**config.mk**
```make
export PLATFORM = sky130hd
export DESIGN_NAME = vga_fb_scanout
export DESIGN_NICKNAME = d
export VERILOG_FILES = /design/src/rtl/vga_fb_scanout.sv
export SDC_FILE = /design/constraint.sdc
export NUM_CORES = 1
export LEC_CHECK = 0
export CORE_MARGIN = 4
export CORE_UTILIZATION = 45
export DETAILED_ROUTE_END_ITERATION = 10
export GPL_TIMING_DRIVEN = 0
export PLACE_DENSITY = 0.78
export RECOVER_POWER = 100
export SYNTH_ARGS = -nofsm -noshare
export SYNTH_HDL_FRONTEND = slang
export SYNTH_SLANG_ARGS = --single-unit
```
**constraint.sdc**
```tcl
create_clock -name clk -period 2.7 [get_ports clk]
set_clock_uncertainty 0.15 [all_clocks]
set_input_delay 0.405 -clock clk [delete_from_list [all_inputs] [get_ports clk]]
set_output_delay 0.405 -clock clk [all_outputs]
set_load 0.005 [all_outputs]
```
**src/rtl/vga_fb_scanout.sv**
```systemverilog
// VGA 640x480@60 scan-out of the 256x240 PPU frame buffer, pixels doubled 2x2 and centred
// between side borders. Counters form stage 0; every output appears three cycles later.
module vga_fb_scanout #(
   parameter int           H_ACTIVE     = 640,
   parameter int           H_FP         = 16,
   parameter int           H_SYNC       = 96,
   parameter int           H_BP         = 48,
   parameter int           V_ACTIVE     = 480,
   parameter int           V_FP         = 10,
   parameter int           V_SYNC       = 2,
   parameter int           V_BP         = 33,
   parameter int           H_OFFSET     = 64,
   parameter logic [7:0]   BORDER_COLOR = 8'h00
) (
   input  logic         clk,
   input  logic         rst,
   input  logic         enable,
   output logic [8:0]   fb_addr_row,
   output logic [8:0]   fb_addr_col,
   output logic         fb_read_en,
   input  logic [7:0]   fb_data,
   output logic [7:0]   vga_pixel,
   output logic         vga_hsync,
   output logic         vga_vsync,
   output logic         vga_active,
   output logic         vblank,
   output logic         frame_done
);

   localparam int         H_TOTAL   = H_ACTIVE + H_FP + H_SYNC + H_BP;
   localparam int         V_TOTAL   = V_ACTIVE + V_FP + V_SYNC + V_BP;
   localparam logic [9:0] H_LAST    = 10'(H_TOTAL - 1);
   localparam logic [9:0] V_LAST    = 10'(V_TOTAL - 1);
   localparam logic [9:0] H_ACT     = 10'(H_ACTIVE);
   localparam logic [9:0] V_ACT     = 10'(V_ACTIVE);
   localparam logic [9:0] HS_FIRST  = 10'(H_ACTIVE + H_FP);
   localparam logic [9:0] HS_LAST   = 10'(H_ACTIVE + H_FP + H_SYNC - 1);
   localparam logic [9:0] VS_FIRST  = 10'(V_ACTIVE + V_FP);
   localparam logic [9:0] VS_LAST   = 10'(V_ACTIVE + V_FP + V_SYNC - 1);
   localparam logic [9:0] WIN_FIRST = 10'(H_OFFSET);
   localparam logic [9:0] WIN_LAST  = 10'(H_OFFSET + 511);

   // Status bits: {hsync, vsync, active, vblank, frame_done}; idle pattern doubles as reset value.
   localparam logic [4:0] STAT_IDLE = 5'b11010;

   typedef enum logic [1:0] {IDLE, RUN, DRAIN} state_t;

   state_t       state_reg, state_next;
   logic [9:0]   h_cnt_reg, h_cnt_next;
   logic [9:0]   v_cnt_reg, v_cnt_next;
   logic         end_of_frame;

   logic         s0_on;
   logic         s0_win;
   logic [9:0]   s0_col_off;
   logic [4:0]   s0_stat;

   logic         fb_read_en_reg;
   logic [8:0]   fb_addr_row_reg;
   logic [8:0]   fb_addr_col_reg;
   logic         win2_reg;
   logic [7:0]   pixel_reg;
   logic [4:0]   stat_reg [0:2];

   assign end_of_frame = (h_cnt_reg == H_LAST) && (v_cnt_reg == V_LAST);

   always_comb begin
      state_next = state_reg;
      h_cnt_next = h_cnt_reg;
      v_cnt_next = v_cnt_reg;
      case (state_reg)
         IDLE: begin
            h_cnt_next = '0;
            v_cnt_next = '0;
            if (enable) state_next = RUN;
         end
         RUN, DRAIN: begin
            if (h_cnt_reg == H_LAST) begin
               h_cnt_next = '0;
               v_cnt_next = (v_cnt_reg == V_LAST) ? 10'd0 : v_cnt_reg + 10'd1;
            end else begin
               h_cnt_next = h_cnt_reg + 10'd1;
            end
            // Leaving or re-entering DRAIN only changes where the frame may end, never the count.
            if (state_reg == RUN) begin
               if (!enable) state_next = end_of_frame ? IDLE : DRAIN;
            end else begin
               if (enable)            state_next = RUN;
               else if (end_of_frame) state_next = IDLE;
            end
         end
         default: begin
            state_next = IDLE;
            h_cnt_next = '0;
            v_cnt_next = '0;
         end
      endcase
   end

   always_comb begin
      s0_on      = (state_reg != IDLE);
      s0_win     = s0_on && (v_cnt_reg < V_ACT) &&
                   (h_cnt_reg >= WIN_FIRST) && (h_cnt_reg <= WIN_LAST);
      s0_col_off = h_cnt_reg - WIN_FIRST;
      s0_stat    = {~(s0_on && (h_cnt_reg >= HS_FIRST) && (h_cnt_reg <= HS_LAST)),
                    ~(s0_on && (v_cnt_reg >= VS_FIRST) && (v_cnt_reg <= VS_LAST)),
                    s0_on && (h_cnt_reg < H_ACT) && (v_cnt_reg < V_ACT),
                    ~s0_on || (v_cnt_reg >= V_ACT),
                    s0_on && end_of_frame};
   end

   always_ff @(posedge clk) begin
      if (rst) begin
         state_reg       <= IDLE;
         h_cnt_reg       <= '0;
         v_cnt_reg       <= '0;
         fb_read_en_reg  <= 1'b0;
         fb_addr_row_reg <= '0;
         fb_addr_col_reg <= '0;
         win2_reg        <= 1'b0;
         pixel_reg       <= BORDER_COLOR;
         for (int i = 0; i < 3; i++) stat_reg[i] <= STAT_IDLE;
      end else begin
         state_reg      <= state_next;
         h_cnt_reg      <= h_cnt_next;
         v_cnt_reg      <= v_cnt_next;
         fb_read_en_reg <= s0_win;
         // Halving row and column makes every frame buffer pixel cover a 2x2 VGA block.
         if (s0_win) begin
            fb_addr_row_reg <= v_cnt_reg[9:1];
            fb_addr_col_reg <= s0_col_off[9:1];
         end
         win2_reg  <= fb_read_en_reg;
         pixel_reg <= win2_reg ? fb_data : BORDER_COLOR;
         stat_reg[0] <= s0_stat;
         for (int i = 1; i < 3; i++) stat_reg[i] <= stat_reg[i-1];
      end
   end

   assign fb_read_en  = fb_read_en_reg;
   assign fb_addr_row = fb_addr_row_reg;
   assign fb_addr_col = fb_addr_col_reg;
   assign vga_pixel   = pixel_reg;
   assign vga_hsync   = stat_reg[2][4];
   assign vga_vsync   = stat_reg[2][3];
   assign vga_active  = stat_reg[2][2];
   assign vblank      = stat_reg[2][1];
   assign frame_done  = stat_reg[2][0];

endmodule
```
# Word level (Yosys, flattened, before mapping)
# Memory sizes are Yosys's and may differ from the RTL's.
# Cells that the tools add are included.
[op_classes] muxes=14 n_lt_le_gt_ge=9 n_addsub=3 reduce_logical=19 bitwise=8 n_eq_ne=7
[op_table] cell="$add 10x1->10 const B" count=2
[op_table] cell="$eq 10x10->1 const B" count=2
[op_table] cell="$ge 10x9->1 const B" count=2
[op_table] cell="$le 10x10->1 const B" count=2
[op_table] cell="$mux 5" count=3
[op_table] cell="$mux 2" count=6
[op_table] cell="$logic_and 1x1->1" count=11
[op_table] cell="$ge 10x10->1 const B" count=1
[op_table] cell="$ge 10x7->1 const B" count=1
[op_table] cell="$le 10x9->1 const B" count=1
[op_table] cell="$lt 10x10->1 const B" count=1
[op_table] cell="$lt 10x9->1 const B" count=1
[op_table] cell="$mux 10" count=1
[op_table] cell="$sub 10x7->10 const B" count=1
[op_table] cell="$reduce_or 2->1" count=3
[op_table] cell="$not 1->1" count=5
[op_table] cell="$ne 4x4->1 const B" count=1
[op_table] cell="$pmux 2 s2" count=1
[op_table] cell="$mux 1" count=3
[op_table] cell="$ne 3x3->1 const B" count=1
[op_table] cell="$or 1x1->1" count=3
[op_table] cell="$reduce_and 3->1" count=1
[op_table] cell="$reduce_or 3->1" count=1
[op_table] cell="$eq 2x1->1 const B" count=1
[op_table] cell="5 further kinds" count=5
[totals] out_inout_bits=32 regBits=50 mem_bits_rw=15 inputBits=11 mem_count=1 word_cells=69
[mem_list] name="stat_reg" depth=3 width=5 read_ports=3 rd_clocked_by_memory_dff=0 wr=3 line_no="63" rtl="logic [4:0] stat_reg [0:2];"

# Depth between registers and ports, before layout
# Gate-level depths: netlist (run 1).
[logic_depth] ltp_word=6 mapped_depth=8

# Least setup slack after synthesis (run 1)
# No wires, ideal clock.
[synth_timing] path_type="flip-flop to flip-flop" startpoint="register h_cnt_reg[6]" endpoint="register state_reg[0]" period_less_slack_ns=2.041 required_time_ns=2.427 arrival_time_ns=1.768 n_path_buf=1 path_slack_ns=0.659 path_stages_with_launch=8 path_cell_list="dfxtp_1 -> inv_1 -> ha_1 -> nand4b_1 -> or2_1 -> buf_2 -> o31ai_4 -> mux2_1"
[synth_via] elab_chain_len=4
[synth_lines] element="start: declaration" line_no="49" rtl="logic [9:0] h_cnt_reg, h_cnt_next;"
[synth_lines] element="start signal: assignment" line_no="125" rtl="h_cnt_reg <= h_cnt_next;"
[synth_lines] element="$eq 10x10->1" line_no="65" rtl="assign end_of_frame = (h_cnt_reg == H_LAST) && (v_cnt_reg == V_LAST);"
[synth_lines] element="$logic_and 1x1->1" line_no="65"
[synth_lines] element="$ne 4x4->1 (no source line)"
[synth_lines] element="$reduce_and 3->1 (no source line)"
[synth_lines] element="end signal: assignment" line_no="124" rtl="state_reg <= state_next;"
[synth_lines] element="end: declaration" line_no="48" rtl="state_t state_reg, state_next;"
# Every way passes these cells.
# A chain may end at the register's enable or synchronous reset.

# Worst setup path after layout (run 1)
# Ends and elaborated chain as after synthesis.

==> results of run 1 <==
-- power breakdown --
group | internal, µW | switching [µW] | total [µW] | leakage, µW
clock network | 454 | 378 | 832 | 0.000107
logic | 87.3 | 146 | 233 | 0.000657
registers | 980 | 11.9 | 992 | 0.000525
-- critical path, cell delays in order, from the launching register on --
cell and delay [ns]:
dfxtp_1 0.37, inv_1 0.14, ha_1 0.22, nand4b_1 0.26
or2_1 0.29, buf_2 0.18, o31ai_1 0.32, mux2_1 0.35
-- cells in the mapped netlist (2+ instances only) --
cell type	number
o21ai_1	2
dfxtp_1	65
nor2b_1	8
clkbuf_1	11
or3_1	2
a211oi_1	3
xnor2_1	14
and3_1	4
ha_1	13
and2_1	8
nand2b_1	5
or2_2	9
nor3_1	9
o31ai_1	2
nor4_1	7
or4_1	2
nand4_1	4
a21oi_1	23
inv_1	11
nand3_1	22
nor2_1	25
buf_2	5
nand2_1	7
o21ai_0	12
-- cell type report --
| class | instances | share of cell area |
|---|---|---|
| Buffer | 18 | 0.0245 |
| Clock buffer | 10 | 0.0396 |
| Clock inverter | 6 | 0.0191 |
| Inverter | 11 | 0.0119 |
| Multi-Input combinational cell | 205 | 0.382 |
| Sequential cell | 65 | 0.375 |
| Tap cell | 75 | 0.0270 |
| Timing Repair Buffer | 42 | 0.121 |
-- stage by stage --
| step | instance area, µm² | hold slack (ns) |
|---|---|---|
| 2_1_floorplan | 2780 | 0.239 |
| 3_3_place_gp | 3290 | 0.241 |
| 3_5_place_dp | 3290 | 0.244 |
| 4_1_cts | 3490 | 0.261 |
| 5_1_grt | 3470 | 0.275 |
| 6_report | 3470 | 0.259 |
-- final timing paths --
path,startpoint,slack (ns),to,cells after the start
setup / recovery,h_cnt_reg[6],0.30,state_reg[0],7
setup reg to reg,h_cnt_reg[6],0.30,state_reg[0],7
hold reg to reg,stat_reg[0][1],0.26,stat_reg[0][6],1
hold / removal,stat_reg[0][1],0.26,stat_reg[0][6],1
-- logic make-up after synthesis --
kind of cell               count (synthesis)  synth area share
DFF                                       65             0.469
adders and majority gates                 13            0.0586
AOI/OAI and AO/OA                         55             0.137
and+or+nand+nor                          120             0.235
xor gates and xnor gates                  15            0.0473
buffers and inverters                     29            0.0455
muxes                                      2           0.00766
-- layer usage --
layer / global-route usage / share of wire / up-vias
li1: - / - / 1146
met1: 0.230 / 0.46 / 1044
met2: 0.257 / 0.45 / 63
met3: 0.0551 / 0.067 / 10
met4: 0.0609 / 0.017 / 0
met5: 0 / 0 / -
==> key figures, run 1 <==
Status
  – Status: complete, no violations

Drt
  – Final ANT Viol Nets: 0
  – Vias post-DR: 2263
  – DR pass1 iterations: 4
  – DRC viols: 0
  – Post-Route WL: 5750 µm
  – 1st-iter DRT viols: 169
  – Vias per Instance: 5.24
  – Post-DR wirelength/cell: 13.3 µm

Die
  – Floorplan row count: 28
  – Ports: 43
  – Die W: 86.6 µm
  – Initial core utilization: 0.466
  – Core Footprint: just under 6000 µm²
  – Total die area: 7490 µm²
  – Chip height: 86.6 µm

Global route
  – Global route overflow: 0
  – Largest net degree at the start of global routing: 13
  – First-pass GRT wire length: 10000 µm
  – All-layer global routing usage: 0.171
  – Initial antenna violation count: 0
  – Vias in the first global route: 2102

Synth
  – Seq/Total Area, Yosys: 0.469
  – Number of flops mapped to enable cells by yosys: 0
  – Syn_area_per_cell: 9.29 µm²
  – Post-Synthesis Cell Area: between 2000 and 3000 µm²
  – Synth top area share: 0.469
  – Mapped Cells: 299
  – Library cells used by synthesis: 50
  – Leading area contributor after synthesis: dfxtp_1
  – Synth top area cells: dfxtp_1 47%, ha_1 5.9%, xnor2_1 4.4%
  – Primary FF master, synth: dfxtp_1
  – Post-synth ARST share: 0
  – Mapped Nets: 323
  – Yosys warnings: 0
  – Synthesized flop and latch total: 65

Layout
  – Net count, final: 376
  – Commonest non-fill, non-tap cells in the layout: 65 x dfxtp_1, 33 x dlygate4sd3_1, 25 x nor2_1, 23 x a21oi_1, 22 x nand3_1
  – Commonest non-fill, non-tap cell in the layout: dfxtp_1
  – Non-Filler Instances: 432
  – Share of layout cells above drive strength 1: 0.101
  – Seq. cell area: 1300 µm²
  – Area growth, synth to finish: 25.1%
  – Max FFs per register: 15
  – Diodes inserted: 0
  – Multi-input logic area: roughly 1300 µm²
  – Core Util, Final: 0.583
  – Fillers: 526

Job
  – # Max-Cap Violations: 0

STA
  – Final hold viol count: 0
  – Final-report max-slew violation count: 0
  – Crit share post-route: 0.888
  – Final Critical Period: 2.40 ns
  – RSZ-0062 raised after global routing: no
  – Setup WS post-layout: between 0.3 and 0.4 ns
  – Setup violations, final: 0
  – Max frequency: approximately 420 MHz
  – Slew margin rel.: 0.629
  – Setup TNS: 0 ns
  – Worst-margin pin slew: 0.557 ns

CTS
  – Number of clock sinks: 65
  – Clock Latency Late Sink: 0.34 ns
  – TritonCTS clock tree: done
  – Clock slew at reported path FFs: 0.07 ns
  – Clk root buf: clkbuf_8
  – Clock buffer depth: 2
  – Setup bufs post-CTS: 0
  – CTS resizes: 0
  – Number of CTS-inserted buffers: 9
  – H-tree depth: 3
  – Hold_buf cts: 0

Placed design
  – Dpl ws: 0.397 ns
  – I/O Buffers: 42
  – # placed instances: 416
  – GP Congestion: 0.909
  – Post-DP HPWL: 4200 µm

Worst setup path
  – Crit start category: flip-flop
  – Crit path capture type: flip-flop
  – Critical-path maximum fanout: 9
  – Crit path required time: 2.78 ns
  – Critical setup path kind: flip-flop to flip-flop
  – Crit path DAT: about 2.5 ns

Power
  – Lkg Pwr: 0.00129 µW
  – Power Density: 592 nW/µm²
  – Pwr Total: around 2100 µW
  – Maximum vdd drop: 0.401 mV

Min path
  – Worst min-delay path class: flip-flop to flip-flop
Power figures use the tool's default switching activity.
==> run 2, diff against run 1 <==
--- a/config.mk
+++ b/config.mk
@@ -12,4 +12,5 @@
 export PLACE_DENSITY = 0.78
 export RECOVER_POWER = 100
+export SLEW_MARGIN = 20
 export SYNTH_ARGS = -nofsm -noshare
 export SYNTH_HDL_FRONTEND = slang
==> constraint.sdc (replaced) <==
create_clock -name clk -period 2.7 [get_ports clk]
set_clock_uncertainty 0.15 [all_clocks]
set_input_delay 0.54 -clock clk [delete_from_list [all_inputs] [get_ports clk]]
set_output_delay 0.54 -clock clk [all_outputs]
set_load 0.005 [all_outputs]
==> results of run 2 <==
The final DEF is identical to that of run 1; final timing and power are the same.
Main changes from that run: setup slack after placement 0.397 ns -> 0.283 ns
==> run 3, diff against run 2 <==
CORE_UTILIZATION = 35   (was 45)
PLACE_DENSITY = 0.65   (was 0.78)
==> run 3 against run 2 <==
Die area up 26%. Critical path depth unchanged. Non-clock buffer count unchanged. Combinational power down 2%. Highest routed layer unchanged. Via count down 1.5%. First-iteration DRC count down 46%.
==> key figures, run 3 (synthesis gave the netlist of run 1 again) <==
Status
  – Status: complete, no violations

CTS
  – CTS resizes: 0
  – Clock Latency Late Sink: 0.34 ns
  – Hold_buf cts: 0
  – Setup bufs post-CTS: 0
  – Clk root buf: clkbuf_8
  – Clock slew at reported path FFs: 0.07 ns
  – Number of CTS-inserted buffers: 9
  – Number of clock sinks: 65
  – TritonCTS clock tree: done
  – Clock buffer depth: 2
  – H-tree depth: 3

Layout
  – Multi-input logic area: 1330 µm²
  – Diodes inserted: 0
  – Max FFs per register: 15
  – Net count, final: ~380
  – Seq. cell area: 1300 µm²
  – Share of layout cells above drive strength 1: 0.101
  – Commonest non-fill, non-tap cells in the layout: 65 x dfxtp_1, 33 x dlygate4sd3_1, 25 x nor2_1, 23 x a21oi_1, 22 x nand3_1
  – Commonest non-fill, non-tap cell in the layout: dfxtp_1
  – Area growth, synth to finish: 27.1%
  – Fillers: 738

Worst setup path
  – Crit-path cells: inv_1 -> ha_1 -> nand4b_1 -> or2_1 -> buf_2 -> o31ai_1 -> mux2_1
  – R2R setup slack: 0.27 ns
  – Crit-path slowest cell: dfxtp_1
  – Crit path capture type: flip-flop
  – Crit path largest cell delay: 0.37 ns
  – Crit start category: flip-flop
  – Crit path required time: 2.78 ns
  – Critical setup path kind: flip-flop to flip-flop
  – Worst-case reg-to-reg path depth: 7
  – Crit path DAT: between 2 and 3 ns
  – Critical-path maximum fanout: 9

Die
  – Total die area: 9420 µm²
  – Floorplan row count: 32
  – Die W: 97.1 µm
  – Chip height: about 97 µm
  – Initial core utilization: 0.359
  – Core Footprint: 7730 µm²
  – Ports: between 40 and 50

STA
  – Final-report max-slew violation count: 0
  – Setup WS post-layout: 0.270 ns
  – Setup violations, final: 0
  – Setup TNS: 0 ns
  – Crit share post-route: 0.900
  – Slew margin rel.: 0.635
  – Final hold viol count: 0
  – RSZ-0062 raised after global routing: no
  – Worst-margin pin slew: 0.548 ns
  – Final Critical Period: 2.43 ns
  – Max frequency: between 400 and 500 MHz

Placed design
  – I/O Buffers: 42
  – GP Congestion: 0.877
  – Dpl ws: 0.295 ns
  – Post-DP HPWL: about 4300 µm

Global route
  – Vias in the first global route: 2072
  – Largest net degree at the start of global routing: 13
  – Initial antenna violation count: 0
  – All-layer global routing usage: 0.131
  – First-pass GRT wire length: between 9000 and 10000 µm
  – Global route overflow: 0

Min path
  – Hold path depth: 1
  – Worst min-delay path class: flip-flop to flip-flop

Drt
  – Vias post-DR: 2230
  – 1st-iter DRT viols: 91
  – Post-Route WL: between 6000 and 7000 µm
  – DRC viols: 0
  – Final ANT Viol Nets: 0
  – Post-DR wirelength/cell: ~13 µm
  – Vias per Instance: 4.86
  – DR pass1 iterations: 4

Power
  – Power Density: 609 nW/µm²
  – Lkg Pwr: 0.00130 µW
  – Maximum vdd drop: ~0.26 mV

Job
  – # Max-Cap Violations: 0
-- run 3: area by class of cell --
cell class	instances	share of cell area
clock buffers	10	0.0390
multi-input cells	205	0.376
well taps	102	0.0362
plain buffers	18	0.0234
flip-flops and latches	65	0.369
repair buffers	42	0.119
inverters	11	0.0117
clock inverters	6	0.0259
-- run 3: final timing paths --
check / startpoint / to
setup / recovery: h_cnt_reg[6] / state_reg[0]
hold reg to reg: stat_reg[0][1] / stat_reg[0][6]
setup reg to reg: h_cnt_reg[6] / state_reg[0]
hold / removal: stat_reg[0][1] / stat_reg[0][6]
-- run 3: critical path, delay by kind of cell, from the launching register on --
family	cells	cell delay [ns]
simple gates	2	0.57
buf+inv	2	0.33
mux	1	0.35
flops	1	0.37
compound gates	1	0.31
fa+ha+maj	1	0.24
-- run 3: routing by layer --
metal / part of all wire / track usage / vias up
met5: 0 / 0 / -
met4: 0.025 / 0.0778 / 0
met3: 0.059 / 0.0359 / 11
met2: 0.45 / 0.198 / 72
met1: 0.47 / 0.166 / 1004
li1: - / - / 1143
-- run 3: through the flow --
step	area [µm²]	hold WS (ns)	cells	util	power, µW
floorplan	2780	0.239	299	-	1190
global placement	3320	0.244	443	0.430	1260
detailed placement	3320	0.242	443	0.430	1260
CTS	3550	0.260	459	0.460	2190
global route	3530	0.277	459	0.457	2240
finish	3530	0.259	459	0.457	2150
-- run 3: report_power, final --
group	total (µW)	internal (µW)	switching, µW	leakage [µW]
Combinational	228	83.2	145	0.000657
Clock	928	548	380	0.000116
Sequential	992	980	12.0	0.000525
Total	2150	1610	538	0.00130
==> RTL edit 1, RTL diff (config.mk and constraints of run 3) <==
Encoding of `state_t`: now one-hot (3 bits for 3 states).
--- a/src/rtl/vga_fb_scanout.sv
+++ b/src/rtl/vga_fb_scanout.sv
@@ -43,7 +43,7 @@
    // Status bits: {hsync, vsync, active, vblank, frame_done}; idle pattern doubles as reset value.
    localparam logic [4:0] STAT_IDLE = 5'b11010;
 
-   typedef enum logic [1:0] {IDLE, RUN, DRAIN} state_t;
+   typedef enum logic [2:0] {IDLE = 3'b001, RUN = 3'b010, DRAIN = 3'b100} state_t;
 
    state_t       state_reg, state_next;
    logic [9:0]   h_cnt_reg, h_cnt_next;
Function: same outputs for any inputs over 10 cycles, from zero or initial values and one cycle with rst high; not proved beyond that.
==> RTL edit 1 against run 3 <==
Wire length down 8.8%. Sequential cell count up 1. Final area down 3.7%. Non-clock buffer count down 1. First-iteration DRC count unchanged. Worst setup slack better by 0.073 ns. Area after synthesis down 2.5%. Critical path depth unchanged. Global-route usage down 0.47 points. Critical path type unchanged. Sequential share of layout area up 2.0 points.
Power is not compared: it rests on default switching activity, and its combinational part moved more than twofold at a synthesized area within 25%.
==> RTL edit 1: results (changes against run 3) <==
metric;value;unit;change
hold_ws;0.266;ns;+0.00726 ns
firstDrtPassIters;4;;unchanged
top_layer;met4;;
port_buffers;42;;unchanged
nets;361;;-4.0%
status;complete, no violations;;
clock_path_buffers;2;;unchanged
wl_met2;2420;um;-11%
crit_path_start;h_cnt_reg[1];;
wirelength;5530;um;-8.8%
path_clk_slew;0.07;ns;about the same
synth_xor_area_share;5.82;%;+1.1 points
use_met2;20.3;%;+0.47 points
fill_cells;735;;-0.41%
synth_flop_cell;dfxtp_1;;
holdPathEnd;stat_reg[0][11];;
synth_compound_area_share;3.93;%;-9.8 points
grt_pass1_vias;1985;;-4.2%
antenna_found_initial;0;;unchanged
r2r-end;fb_addr_col[5];;
power_density;506;nW/um^2;
gp_congestion;0.848;;-3.3%
dp.final_hpwl;3980;um;-7.2%
wl_met3;253;um;-29%
ys_seq_area_share;48.8;%;+1.9 points
grt_max_degree;12;;-1
hp-start;stat_reg[0][6];;
holdPathStages;1;;unchanged
syn_nets;308;;-4.6%
grtUsageTotal;12.6;%;-0.47 points
reg2reg_slack;0.34;ns;+0.07 ns
cts_setup_buffers;0;;unchanged
synthMuxAreaShare;6.01;%;+5.2 points
p_comb_share;3.0;%;
min_period_over_period;87.3;%;-2.7 points
grt_pass1_wl;9050;um;-9.0%
fmax;424;MHz;+3.1%
gr-usage-met1;15.8;%;-0.76 points
gr-usage-met3;2.58;%;-1.0 points
yosys-top-cells-count;dfxtp_1, nand2_1, nor2_1;;
worst_pin_slew;0.591;ns;+0.0434 ns
synthAdderAreaFrac;4.16;%;-1.7 points
drt_iter0_drc;91;;unchanged
vias;2077;;-6.9%
largest_reg_flops;15;;unchanged
arrival;2.43;ns;-0.08 ns
max_stage_delay;0.45;ns;+0.08 ns
drive_gt1_share;8.67;%;-1.4 points
synth_area_leaders;dfxtp_1, mux2i_1, nand2_1, xnor2_1, ha_1;;
wl_met1;2740;um;-4.0%
cp_max_fo;6;;-3
crit_slowest_cell;nor4b_1;;
synth_cell_types;39;;-22%
[RTL edit 1: cell types whose count changed after synthesis, sizes merged, moves of 3 or more]
cell    before  now
a21oi       23    4
a211oi       3    0
o21ai       15    5
ha          13    9
nor2        25   28
mux2i        1   14
nand2        7   37
nand3       22    7
nand2b       5    0
or2         10    7
nor3         9    6
o31ai        3    0
[RTL edit 1: final cells by class]
type | count | area, um^2 | area share (%)
Buffer | 17 | 104 | 3.05
Clock buffer | 11 | 131 | 3.86
Clock inverter | 5 | 31.3 | 0.920
Inverter | 13 | 48.8 | 1.44
Multi-Input combinational cell | 192 | 1220 | 35.8
Sequential cell | 66 | 1320 | 38.9
Tap cell | 99 | 124 | 3.64
Timing Repair Buffer | 42 | 420 | 12.4
[RTL edit 1: metrics by stage]
stage                     area [um^2]  setup WS, ns  std cells
after detailed placement         3250         0.200        429
final                            3400         0.343        445
after CTS                        3410         0.371        445
after global placement           3250         0.204        429
after floorplan                  2710         0.652        288
after global routing             3400         0.124        445
==> RTL edit 2, RTL diff (settings of run 3) <==
Without the edit above. `H_ACTIVE`: 640 -> 480.
--- a/src/rtl/vga_fb_scanout.sv
+++ b/src/rtl/vga_fb_scanout.sv
@@ -1,7 +1,7 @@
 // VGA 640x480@60 scan-out of the 256x240 PPU frame buffer, pixels doubled 2x2 and centred
 // between side borders. Counters form stage 0; every output appears three cycles later.
 module vga_fb_scanout #(
-   parameter int           H_ACTIVE     = 640,
+   parameter int           H_ACTIVE     = 480,
    parameter int           H_FP         = 16,
    parameter int           H_SYNC       = 96,
    parameter int           H_BP         = 48,
Check against the original RTL: no difference found for any inputs over 10 cycles, from zero or initial values and one cycle with rst high; that may be too few to reach the edited logic, so the function may still have changed.
==> RTL edit 2 against run 3 <==
Sequential cell count unchanged. Wire length up 6.5%. Count of clock-buffer cells in the layout down 1. Largest power group unchanged. Worst setup slack better by 0.0016 ns. Sequential power up 0.5%. Final area up 5.7%. Area after synthesis up 6.9%. First-iteration DRC count down 1.1%. Total power up 3.9%.
==> RTL edit 2: results (changes against run 3) <==
metric;value;unit;change
yosys-top-cells-count;dfxtp_1, nor2_1, nand4_1;;
synthAdderAreaFrac;5.48;%;-0.38 points
drive_gt1_share;13.8;%;+3.7 points
worst_slack;0.272;ns;+0.00158 ns
async_reset_ff_share;0;%;unchanged
max_cap_violations;0;;unchanged
clkLatencyLatePin;0.34;ns;about the same
cp_max_fo;6;;-3
arrival;2.48;ns;-0.03 ns
postPlaceCellArea;3520;um^2;+5.9%
htreeDepth;3;;unchanged
r2r-end;fb_addr_col[7];;
switchingPower;549;uW;+2.2%
holdPathStages;1;;unchanged
port_buffers;42;;unchanged
synth_cell_types;47;;-6.0%
holdPathEnd;stat_reg[0][13];;
hold_path_class;flip-flop to flip-flop;;
grt_max_degree;13;;unchanged
grt_pass1_wl;11100;um;+12%
cts_setup_buffers;0;;unchanged
grtUsageTotal;13.6;%;+0.56 points
antenna_cells;0;;unchanged
ys_seq_area_share;43.8;%;-3.0 points
synth.yosys.warnings;0;;unchanged
p_leak;0.00133;uW;+2.6%
ir_drop;0.326;mV;+23%
r2r_start;h_cnt_reg[1];;
pre_cts_slack;0.340;ns;+0.0455 ns
clock_path_buffers;2;;unchanged
synth_flop_cell;dfxtp_1;;
firstDrtPassIters;4;;unchanged
ff2ff_path_depth;5;;-2
cts_hold_buf;0;;unchanged
ctsRootBufferMaster;clkbuf_8;;
grt_pass1_vias;2327;;+12%
largest_reg_flops;15;;unchanged
nets;388;;+3.2%
synth_area_leaders;dfxtp_1, ha_1, nand4_1, xnor2_1, nor2_1;;
hold_ws;0.259;ns;+0.000834 ns
status;complete, no violations;;
synth_compound_area_share;13.3;%;-0.42 points
max_stage_delay;0.53;ns;+0.16 ns
via_per_inst;5.08;;+4.6%
syn_nets;335;;+3.7%
drt_iter0_drc;90;;-1.1%
worst_pin_slew;0.541;ns;-0.00701 ns
synthMuxAreaShare;0.337;%;-0.43 points
cts_buffers;9;;unchanged
cts.repair.resized;0;;unchanged
cpLargestDelayFamily;compound AO/OA/AOI/OAI gates;;
wl_per_cell;13.6;um;+3.1%
synth_xor_area_share;4.72;%;-0.010 points
hp-start;stat_reg[0][8];;
gp_congestion;0.792;;-9.7%
path_clk_slew;0.07;ns;about the same
dp.final_hpwl;4640;um;+8.0%
crit_slowest_cell;o311a_1;;
[RTL edit 2: changes by cell type after synthesis, sizes merged, moves of 6 or more]
cell,before,now
a21oi,23,17
buf,7,18
clkbuf,11,5
nand3,22,6
nand4,4,20
o21ai,15,4
o31ai,3,13
[RTL edit 2: power groups by stage]
stage / combinational, uW / sequential [uW] / clock, uW
final: 239 / 997 / 995
after global routing: 268 / 999 / 1060
after CTS: 239 / 997 / 1020
after detailed placement: 237 / 1020 / 0
after global placement: 234 / 1020 / 0
after floorplan: 171 / 1010 / 0
[RTL edit 2: worst max path at each step]
stage | from | end | slack [ns] | cells after the start
after floorplan | h_cnt_reg[0] | fb_addr_col[3] | 0.74 | 6
final | h_cnt_reg[1] | fb_addr_col[7] | 0.27 | 5
after global routing | h_cnt_reg[1] | fb_addr_col[7] | 0.13 | 5
after global placement | h_cnt_reg[1] | h_cnt_reg[8] | 0.36 | 6
after detailed placement | h_cnt_reg[1] | v_cnt_reg[0] | 0.34 | 6
after CTS | h_cnt_reg[1] | v_cnt_reg[4] | 0.33 | 6
[RTL edit 2: logic make-up (layout without fill, tap and decap cells)]
kind of cell    after synthesis  after routing
buf+inv                      38             96
compound gates               52             52
flops                        65             65
fa+ha+maj                    13             13
simple gates                126            126
xor+xnor                     16             16
mux                           1              1
[RTL edit 2: layout make-up]
class,count,area [um^2]
clock inverter,7,119
multi-input combinational,208,1430
sequential,65,1300
inverter,15,56.3
clock buffer,9,124
fill,788,4480
timing repair buffer,42,420
buffer,23,150
tap,105,131
[RTL edit 2: per-stage QoR]
stage | cells | power (uW)
3_5_place_dp | 458 | 1260
3_3_place_gp | 458 | 1250
4_1_cts | 474 | 2250
6_report | 474 | 2230
2_1_floorplan | 311 | 1190
5_1_grt | 474 | 2330
[RTL edit 2: routing by layer]
| layer | GRT usage (%) | vias to the layer above | wire length, um |
|---|---|---|---|
| met4 | 2.80 | 0 | 59 |
| met3 | 5.35 | 6 | 437 |
| met5 | 0 | - | 0 |
| li1 | - | 1210 | - |
| met1 | 18.0 | 1138 | 3030 |
| met2 | 21.2 | 55 | 2930 |
